--- src/rtl/cascade_pkg.sv ---
// Shared types and constants for the cascade INTA sequencer.
package cascade_pkg;

  typedef enum logic [2:0] {
    IDLE,
    REQ,
    ACK1,
    GAP,
    ACK2
  } seq_state_t;

  localparam logic [2:0] CAS_IDLE       = 3'b000;
  localparam logic [2:0] SPURIOUS_LEVEL = 3'd7;

endpackage

--- src/rtl/inta_edge_sync.sv ---
// Synchronises the asynchronous INTA_N pin and produces one-cycle fall/rise pulses.
module inta_edge_sync #(
  parameter int SYNC_STAGES = 2
) (
  input  logic clk,
  input  logic rst_n,
  input  logic inta_n,
  output logic fall,
  output logic rise
);

  logic [SYNC_STAGES-1:0] sync_q;
  logic                   prev_q;

  always_ff @(posedge clk or negedge rst_n) begin
    if (!rst_n) begin
      sync_q <= '1;
      prev_q <= 1'b1;
    end else begin
      sync_q <= {sync_q[SYNC_STAGES-2:0], inta_n};
      prev_q <= sync_q[SYNC_STAGES-1];
    end
  end

  assign fall = prev_q & ~sync_q[SYNC_STAGES-1];
  assign rise = ~prev_q & sync_q[SYNC_STAGES-1];

endmodule

--- src/rtl/cascade_inta_sequencer.sv ---
// Two-pulse 8086 INTA sequencer for one PIC in single, cascade-master or cascade-slave mode.
// Optional automatic EOI output is built when PIC_AEOI_EN is defined.
//
//   state | meaning
//   IDLE  | no request outstanding
//   REQ   | INT raised, waiting for first INTA fall
//   ACK1  | first INTA low, level latched, resolver frozen
//   GAP   | between the two INTA pulses
//   ACK2  | second INTA low, vector driven if this device responds
module cascade_inta_sequencer
  import cascade_pkg::*;
#(
  parameter int SYNC_STAGES    = 2,
  parameter int TIMEOUT_CYCLES = 255
) (
  input  logic       clk,
  input  logic       rst_n,
  input  logic       sp,
  input  logic       sngl,
  input  logic [7:0] icw3,
  input  logic       irq_valid,
  input  logic [2:0] irq_level,
  input  logic       inta_n,
  input  logic [2:0] cas_in,
  output logic [2:0] cas_out,
  output logic       cas_oe,
  output logic       intr,
  output logic       freeze,
  output logic       isr_set,
  output logic [2:0] isr_level,
  output logic       data_oe,
  output logic       abort
`ifdef PIC_AEOI_EN
  ,
  input  logic       aeoi,
  output logic       eoi_pulse
`endif
);

  localparam int              CNT_W    = $clog2(TIMEOUT_CYCLES + 1);
  localparam logic [CNT_W-1:0] CNT_LAST = CNT_W'(TIMEOUT_CYCLES);

  seq_state_t       state;
  logic             fall, rise;
  logic             pending, selected;
  logic [CNT_W-1:0] tcount;
  logic             master, responder;
  logic [2:0]       new_level, new_cas, cur_cas;

  inta_edge_sync #(.SYNC_STAGES(SYNC_STAGES)) u_edge (
    .clk    (clk),
    .rst_n  (rst_n),
    .inta_n (inta_n),
    .fall   (fall),
    .rise   (rise)
  );

  assign master    = sp & ~sngl;
  assign cas_oe    = master;
  assign new_level = irq_valid ? irq_level : SPURIOUS_LEVEL;
  assign new_cas   = (master && icw3[new_level]) ? new_level : CAS_IDLE;
  assign cur_cas   = (master && icw3[isr_level]) ? isr_level : CAS_IDLE;
  // A slave only answers when it was addressed and the request was genuine.
  assign responder = sngl | (sp & ~icw3[isr_level]) | (~sp & ~sngl & selected & pending);

  always_ff @(posedge clk or negedge rst_n) begin
    if (!rst_n) begin
      state     <= IDLE;
      intr      <= 1'b0;
      freeze    <= 1'b0;
      isr_set   <= 1'b0;
      data_oe   <= 1'b0;
      abort     <= 1'b0;
      isr_level <= 3'd0;
      cas_out   <= CAS_IDLE;
      pending   <= 1'b0;
      selected  <= 1'b0;
      tcount    <= '0;
`ifdef PIC_AEOI_EN
      eoi_pulse <= 1'b0;
`endif
    end else begin
      isr_set <= 1'b0;
      abort   <= 1'b0;
`ifdef PIC_AEOI_EN
      eoi_pulse <= 1'b0;
`endif
      case (state)
        IDLE: begin
          tcount <= '0;
          if (irq_valid) begin
            state <= REQ;
            intr  <= 1'b1;
          end
        end
        REQ: begin
          tcount <= '0;
          if (fall) begin
            state     <= ACK1;
            intr      <= 1'b0;
            freeze    <= 1'b1;
            isr_level <= new_level;
            pending   <= irq_valid;
            isr_set   <= irq_valid;
            selected  <= (cas_in == icw3[2:0]);
            cas_out   <= new_cas;
          end
        end
        default: begin
          if (fall | rise) begin
            tcount  <= '0;
            cas_out <= cur_cas;
            case (state)
              ACK1: if (rise) state <= GAP;
              GAP: if (fall) begin
                state   <= ACK2;
                data_oe <= responder;
              end
              ACK2: if (rise) begin
                state   <= IDLE;
                freeze  <= 1'b0;
                data_oe <= 1'b0;
                cas_out <= CAS_IDLE;
`ifdef PIC_AEOI_EN
                eoi_pulse <= aeoi & pending;
`endif
              end
              default: ;
            endcase
          end else if (tcount == CNT_LAST) begin
            // Host never completed the handshake; ISR stays set for firmware to clean up.
            state   <= IDLE;
            abort   <= 1'b1;
            freeze  <= 1'b0;
            data_oe <= 1'b0;
            cas_out <= CAS_IDLE;
            tcount  <= '0;
          end else begin
            tcount  <= tcount + 1'b1;
            cas_out <= cur_cas;
            if (state == ACK2) data_oe <= responder;
          end
        end
      endcase
    end
  end

endmodule

--- config.mk ---
export PLATFORM = sky130hd
export DESIGN_NAME = cascade_inta_sequencer
export DESIGN_NICKNAME = d
export VERILOG_FILES = /design/src/rtl/cascade_pkg.sv /design/src/rtl/inta_edge_sync.sv /design/src/rtl/cascade_inta_sequencer.sv
export SDC_FILE = /design/constraint.sdc
export NUM_CORES = 1
export LEC_CHECK = 0
export CORE_ASPECT_RATIO = 0.9
export CORE_MARGIN = 5
export CORE_UTILIZATION = 48
export CTS_CLUSTER_DIAMETER = 40
export DETAILED_ROUTE_END_ITERATION = 6
export PLACE_DENSITY = 0.75
export SYNTH_ARGS = -nofsm -noshare
export SYNTH_HDL_FRONTEND = slang
export SYNTH_SLANG_ARGS = --single-unit
--- constraint.sdc ---
create_clock -name clk -period 2.5 [get_ports clk]
set_clock_uncertainty 0.05 [all_clocks]
set_input_delay 0.25 -clock clk [delete_from_list [all_inputs] [get_ports clk]]
set_output_delay 0.25 -clock clk [all_outputs]
set_load 0.02 [all_outputs]
# After elaboration in Yosys (flattened, before gate mapping)
# Index checks and enable logic that the tools add are counted.
[classes] addsub=1 n_lt_le_gt_ge=2 eq_ne=17 mux=44 n_bitwise=17 n_reduce_logical=14
[ops] cell="two-way mux 3 bit" count=15
[ops] cell="two-way mux 8 bit" count=3
[ops] cell="two-way mux 1 bit" count=18
[ops] cell="case mux 3 bit (2 select lines)" count=2
[ops] cell="AND reduction 5 bit" count=2
[ops] cell="case mux 3 bit (3 select lines)" count=1
[ops] cell="adder 8 x 1 -> 8 bit (second input constant)" count=1
[ops] cell="equality test 8 bit (second input constant)" count=1
[ops] cell="less-than comparator 3 x 4 -> 1 bit (second input constant)" count=2
[ops] cell="bitwise AND 1 bit" count=7
[ops] cell="inverter 1 bit" count=7
[ops] cell="AND reduction 7 bit" count=1
[ops] cell="binary-select mux 1 bit (select 3 bit)" count=2
[ops] cell="equality test 3 x 2 -> 1 bit (second input constant)" count=2
[ops] cell="inequality test 3 x 1 -> 1 bit (second input constant)" count=2
[ops] cell="inequality test 3 bit (second input constant)" count=2
[ops] cell="inequality test 6 x 1 -> 1 bit (second input constant)" count=1
[ops] cell="case mux 1 bit (2 select lines)" count=3
[ops] cell="nonzero test 3 bit" count=2
[ops] cell="inequality test 5 x 3 -> 1 bit (second input constant)" count=1
[ops] cell="inequality test 5 bit (second input constant)" count=1
[ops] cell="inequality test 2 bit (second input constant)" count=2
[ops] cell="inequality test 4 bit (second input constant)" count=1
[ops] cell="AND reduction 2 bit" count=2
[ops] cell="other kinds (11)" count=14
[word_totals] regBits=27 word_cells=108

# Longest topological paths before layout
[depth] ltp_word=9 mapped_depth=8 mapped_depth_nobuf=7

# Modules after synthesis
# From an unflattened synthesis, not the netlist that was laid out.
[hier_totals] cells_unflattened=156 hier_area_um2=1515.2
[by_module_without_submodules] module="cascade_inta_sequencer" n_inst=1 cells_per_inst=151 area_each_um2=1421.4 seq_area_each_um2=600.6
[by_module_without_submodules] module="inta_edge_sync" n_inst=1 cells_per_inst=5 area_each_um2=93.8 seq_area_each_um2=78.8

# Worst setup path before layout
# OpenSTA, ideal clock, no wires.
[synth_path] path_kind="register -> register" start="register u_edge.prev_q" end="register state[0]" setup_ns=0.069 arrival_ns=1.855 path_slack_ns=0.526 path_stages_with_launch=9 cell_sequence="dfstp_2 -> inv_1 -> ha_1 -> buf_2 -> o21ai_2 -> o21bai_4 -> nand3_4 -> or4_1 -> nand3_1"
[synth_via] elab_chain_len=5 word_cells_on_any_way=13 classes_between="eq/ne (5); mux (2); bitwise (4); reduce/logical (2)"
[synth_lines] item="start, declared" line_no="inta_edge_sync.sv:13" source="logic prev_q;"
[synth_lines] item="start signal, assigned" line_no="inta_edge_sync.sv:21" source="prev_q <= sync_q[SYNC_STAGES-1];"
[synth_lines] item="inverter 1 bit" line_no="inta_edge_sync.sv:26" source="assign rise = ~prev_q & sync_q[SYNC_STAGES-1];"
[synth_lines] item="bitwise AND 1 bit" line_no="inta_edge_sync.sv:26"
[synth_lines] item="OR 1 bit" line_no="cascade_inta_sequencer.sv:110" source="if (fall | rise) begin"
[synth_lines] item="inequality test 6 x 1 -> 1 bit (no line), or another cell as far along"
[synth_lines] item="AND reduction 7 bit (no line) or case mux 3 bit (2 select lines) (tied branches)"
[synth_lines] item="end signal, assigned" line_no="cascade_inta_sequencer.sv:114" source="ACK1: if (rise) state <= GAP;"
[synth_lines] item="end signal, assigned" line_no="cascade_inta_sequencer.sv:116" source="state <= ACK2;"
[synth_lines] item="end signal, assigned" line_no="cascade_inta_sequencer.sv:120" source="state <= IDLE;"
[synth_lines] item="end, declared" line_no="cascade_inta_sequencer.sv:43" source="seq_state_t state;"
# Parallel ways exist; a longest one is shown, timed or not.
# A chain may end at the register's enable or synchronous reset.

# Worst setup path after layout
[layout_path] start="register u_edge.prev_q" end="register data_oe"
[layout_via] elab_chain_len=5 word_cells_on_any_way=10 classes_between="eq/ne (3); mux (1); bitwise (4); reduce/logical (2)"
[layout_lines] item="inverter 1 bit" line_no="inta_edge_sync.sv:26"
[layout_lines] item="bitwise AND 1 bit" line_no="inta_edge_sync.sv:26"
[layout_lines] item="OR 1 bit" line_no="cascade_inta_sequencer.sv:110"
[layout_lines] item="inequality test 3 x 1 -> 1 bit (no line), or another cell as far along"
[layout_lines] item="AND reduction 5 bit (no line)"
[layout_lines] item="end signal, assigned" line_no="cascade_inta_sequencer.sv:117" source="data_oe <= responder;"
[layout_lines] item="end signal, assigned" line_no="cascade_inta_sequencer.sv:141" source="if (state == ACK2) data_oe <= responder;"
[layout_lines] item="end, declared" line_no="cascade_inta_sequencer.sv:31" source="output logic data_oe,"
# Parallel ways exist; a longest one is shown, timed or not.

==> results.cfg <==
[pwr]
p_int_mw = 0.943
powerDensity_nw_per_um2 = 815
p_sw_mw = 0.628
total_leakage_power_nw = 0.828
p_comb_share_pct = 43.4
seqPwrFrac_pct = 44.6
pwr-share-clk_pct = 12.0
power.total_mw = 1.57
swShare_pct = 40.0
vdd_drop_max_mv = 0.582

[setup_path]
worst_setup_path_start_kind = flop
path_max_fanout = 8
worstPathRequired_ps = 2670
crit_path_end_kind = flop
reg2reg_slack_ps = 340
cp.arrival_ps = 2330
crit_type = flop to flop

[cts]
worstSkewPairLatency_ps = 330
cts.path.max_buffers = 2
numCtsBuffers = 3
clk_pin_slew_ps = 140
cts_root_buf = clkbuf_4
cts_max_level = 1
post-cts-setup-buffers = 0
postCtsHoldBufs = 0
cts_sinks = 27
cts_resized = 0
cts_tree = done

[synthesis]
synth_top_area_share_pct = 38.3
netlist_top_cells_area = dfrtp_1 38%, dfstp_2 5.0%, ha_1 4.0%, nor2_1 3.8%, nand2_1 3.6%
synth_warnings = 0
synth_nets = 180
synth_top_area_cell = dfrtp_1
synth-seq-cells = 27
synth_edf_count = 0
async_flop_share_pct = 100
synthesis.area_sq_um = 1570
syn_avg_cell_area_sq_um = 10.1
synth-main-ff-cell = dfrtp_1
synth_cells = 155
ys_seq_area_share_pct = 43.4
synth_cell_types = 49

[layout]
final_common_cell = clkdlybuf4s50_1
insertedDiodeCount = 0
finalNetCount = 212
final_util_pct = 62.3
drive_above_1_share_pct = 9.68
stdcell_count = 228
areaGrowthSynthToFinish_pct = 23.0
fillers = 261
layout_common_cells = 31 x clkdlybuf4s50_1, 24 x dfrtp_1, 16 x nor2_1
ff_latch_area_sq_um = 679
multi_input_area_sq_um = 821

[detailed_routing]
first_pass_iters = 4
ant_nets = 0
viasPerCell = 5.39
num_vias = 1229
drc = 0
routed_wl_um = 3570
drt-initial-drc-count = 60
wl_per_cell_um = 15.7

[die]
dieHeight_um = 64.2
coreArea_sq_um = 3090
io-pin-count = 32
fp.dieW_um = 70.2
die_area_sq_um = 4510
row_count = 19
start_util_pct = 50.7

[timing]
finalCriticalPeriod_ps = 2160
fin_hold_ws_ps = 189
relSlewSlack_pct = 67.2
timing.fmax_mhz = 464
setup_viol = 0
tns_ps = 0
worst_slew_pin_slew_ps = 479
rsz0062_at_grt = false
hold_viol_final = 0
finalMaxSlewViolations = 0
timing.final.crit_share_pct = 86.3

[global_routing]
grt_usage_pct = 16.8
antenna_found_initial = 0
grt_pass1_vias = 1235
grt_max_degree = 17
grt_first_pass_wirelength_um = 6070
grt_overflow_total = 0

[placed_design]
dp.cells = 224
port_buffers = 31
gp_congestion = 0.815
hpwl_um = 2850

[run]
drv_cap = 0

[min_path]
hold_class = input port to asynchronous set/reset pin

[run_status]
status = finished, final reports clean
-- per-stage QoR --
stage	setup slack (ps)	cell area [sq um]
2_1_floorplan	526	1570
3_3_place_gp	434	1900
3_5_place_dp	383	1900
4_1_cts	339	1930
5_1_grt	183	1930
6_report	344	1930
-- power groups by stage --
stage	Sequential [mW]	Combinational, mW	Clock (mW)
2_1_floorplan	0.712	0.423	0
3_3_place_gp	0.697	0.664	0
3_5_place_dp	0.711	0.682	0
4_1_cts	0.701	0.687	0.194
5_1_grt	0.723	0.749	0.215
6_report	0.700	0.681	0.188
-- cell type report --
type / count / area share (%)
well taps: 42 / 2.73
repair buffers: 33 / 16.9
clock buffers: 4 / 1.36
inverters: 6 / 1.17
multi-input cells: 116 / 42.6
flip-flops and latches: 27 / 35.3
-- sequential cells by signal, summed over array words and instances, names as in the netlist --
name and count:
isr_level 3, freeze 1, data_oe 1, selected 1, u_edge.sync_q 2, isr_set 1, u_edge.prev_q 1, tcount 8
intr 1, state 3, pending 1, cas_out 3, abort 1
-- cells by family after synthesis --
family	count (synthesis)	share of synthesized area [%]
adder cells (fa/ha/maj)	5	3.99
AO/OA/AOI/OAI	29	14.1
XOR/XNOR	9	5.03
flip-flops	27	43.4
AND/OR/NAND/NOR	64	23.2
multiplexers	9	6.07
buffers and inverters	12	4.23
-- worst paths after layout --
check | to | start | cells past startpoint
max | data_oe | u_edge.prev_q | 6
max in group asynchronous | tcount[5] | rst_n | 2
min reg2reg | u_edge.sync_q[1] | u_edge.sync_q[0] | 0
min | isr_level[1] | rst_n | 1
min in group clk | u_edge.sync_q[0] | inta_n | 1
max reg2reg | data_oe | u_edge.prev_q | 6
-- cells in the mapped netlist, types with 3 or more instances --
cell type / instances
inv_1: 6
o21ai_1: 5
nand2_1: 15
ha_1: 5
xor2_1: 6
nor2_1: 16
nor2b_1: 3
xnor2_1: 3
dfrtp_1: 24
mux2_1: 3
nand3_1: 7
a32oi_1: 3
nand2b_1: 3
a21oi_1: 5
nor3b_1: 3
dfstp_2: 3
mux2i_1: 5
-- routing by layer --
metal,up-vias,GRT usage (%),share of wire (%)
met5,-,0,0
met4,0,3.35,0.78
met3,4,4.55,4.3
met2,33,27.0,48
met1,579,22.9,47
li1,613,-,-
-- worst max-delay path, cell delays in order, from the launching register on --
cell	delay, ps
dfstp_2	570
inv_1	60
ha_1	440
o21ai_2	140
nor3_1	300
o21ai_0	170
mux2_1	330
Note: power is estimated with default switching activity, not from simulation.
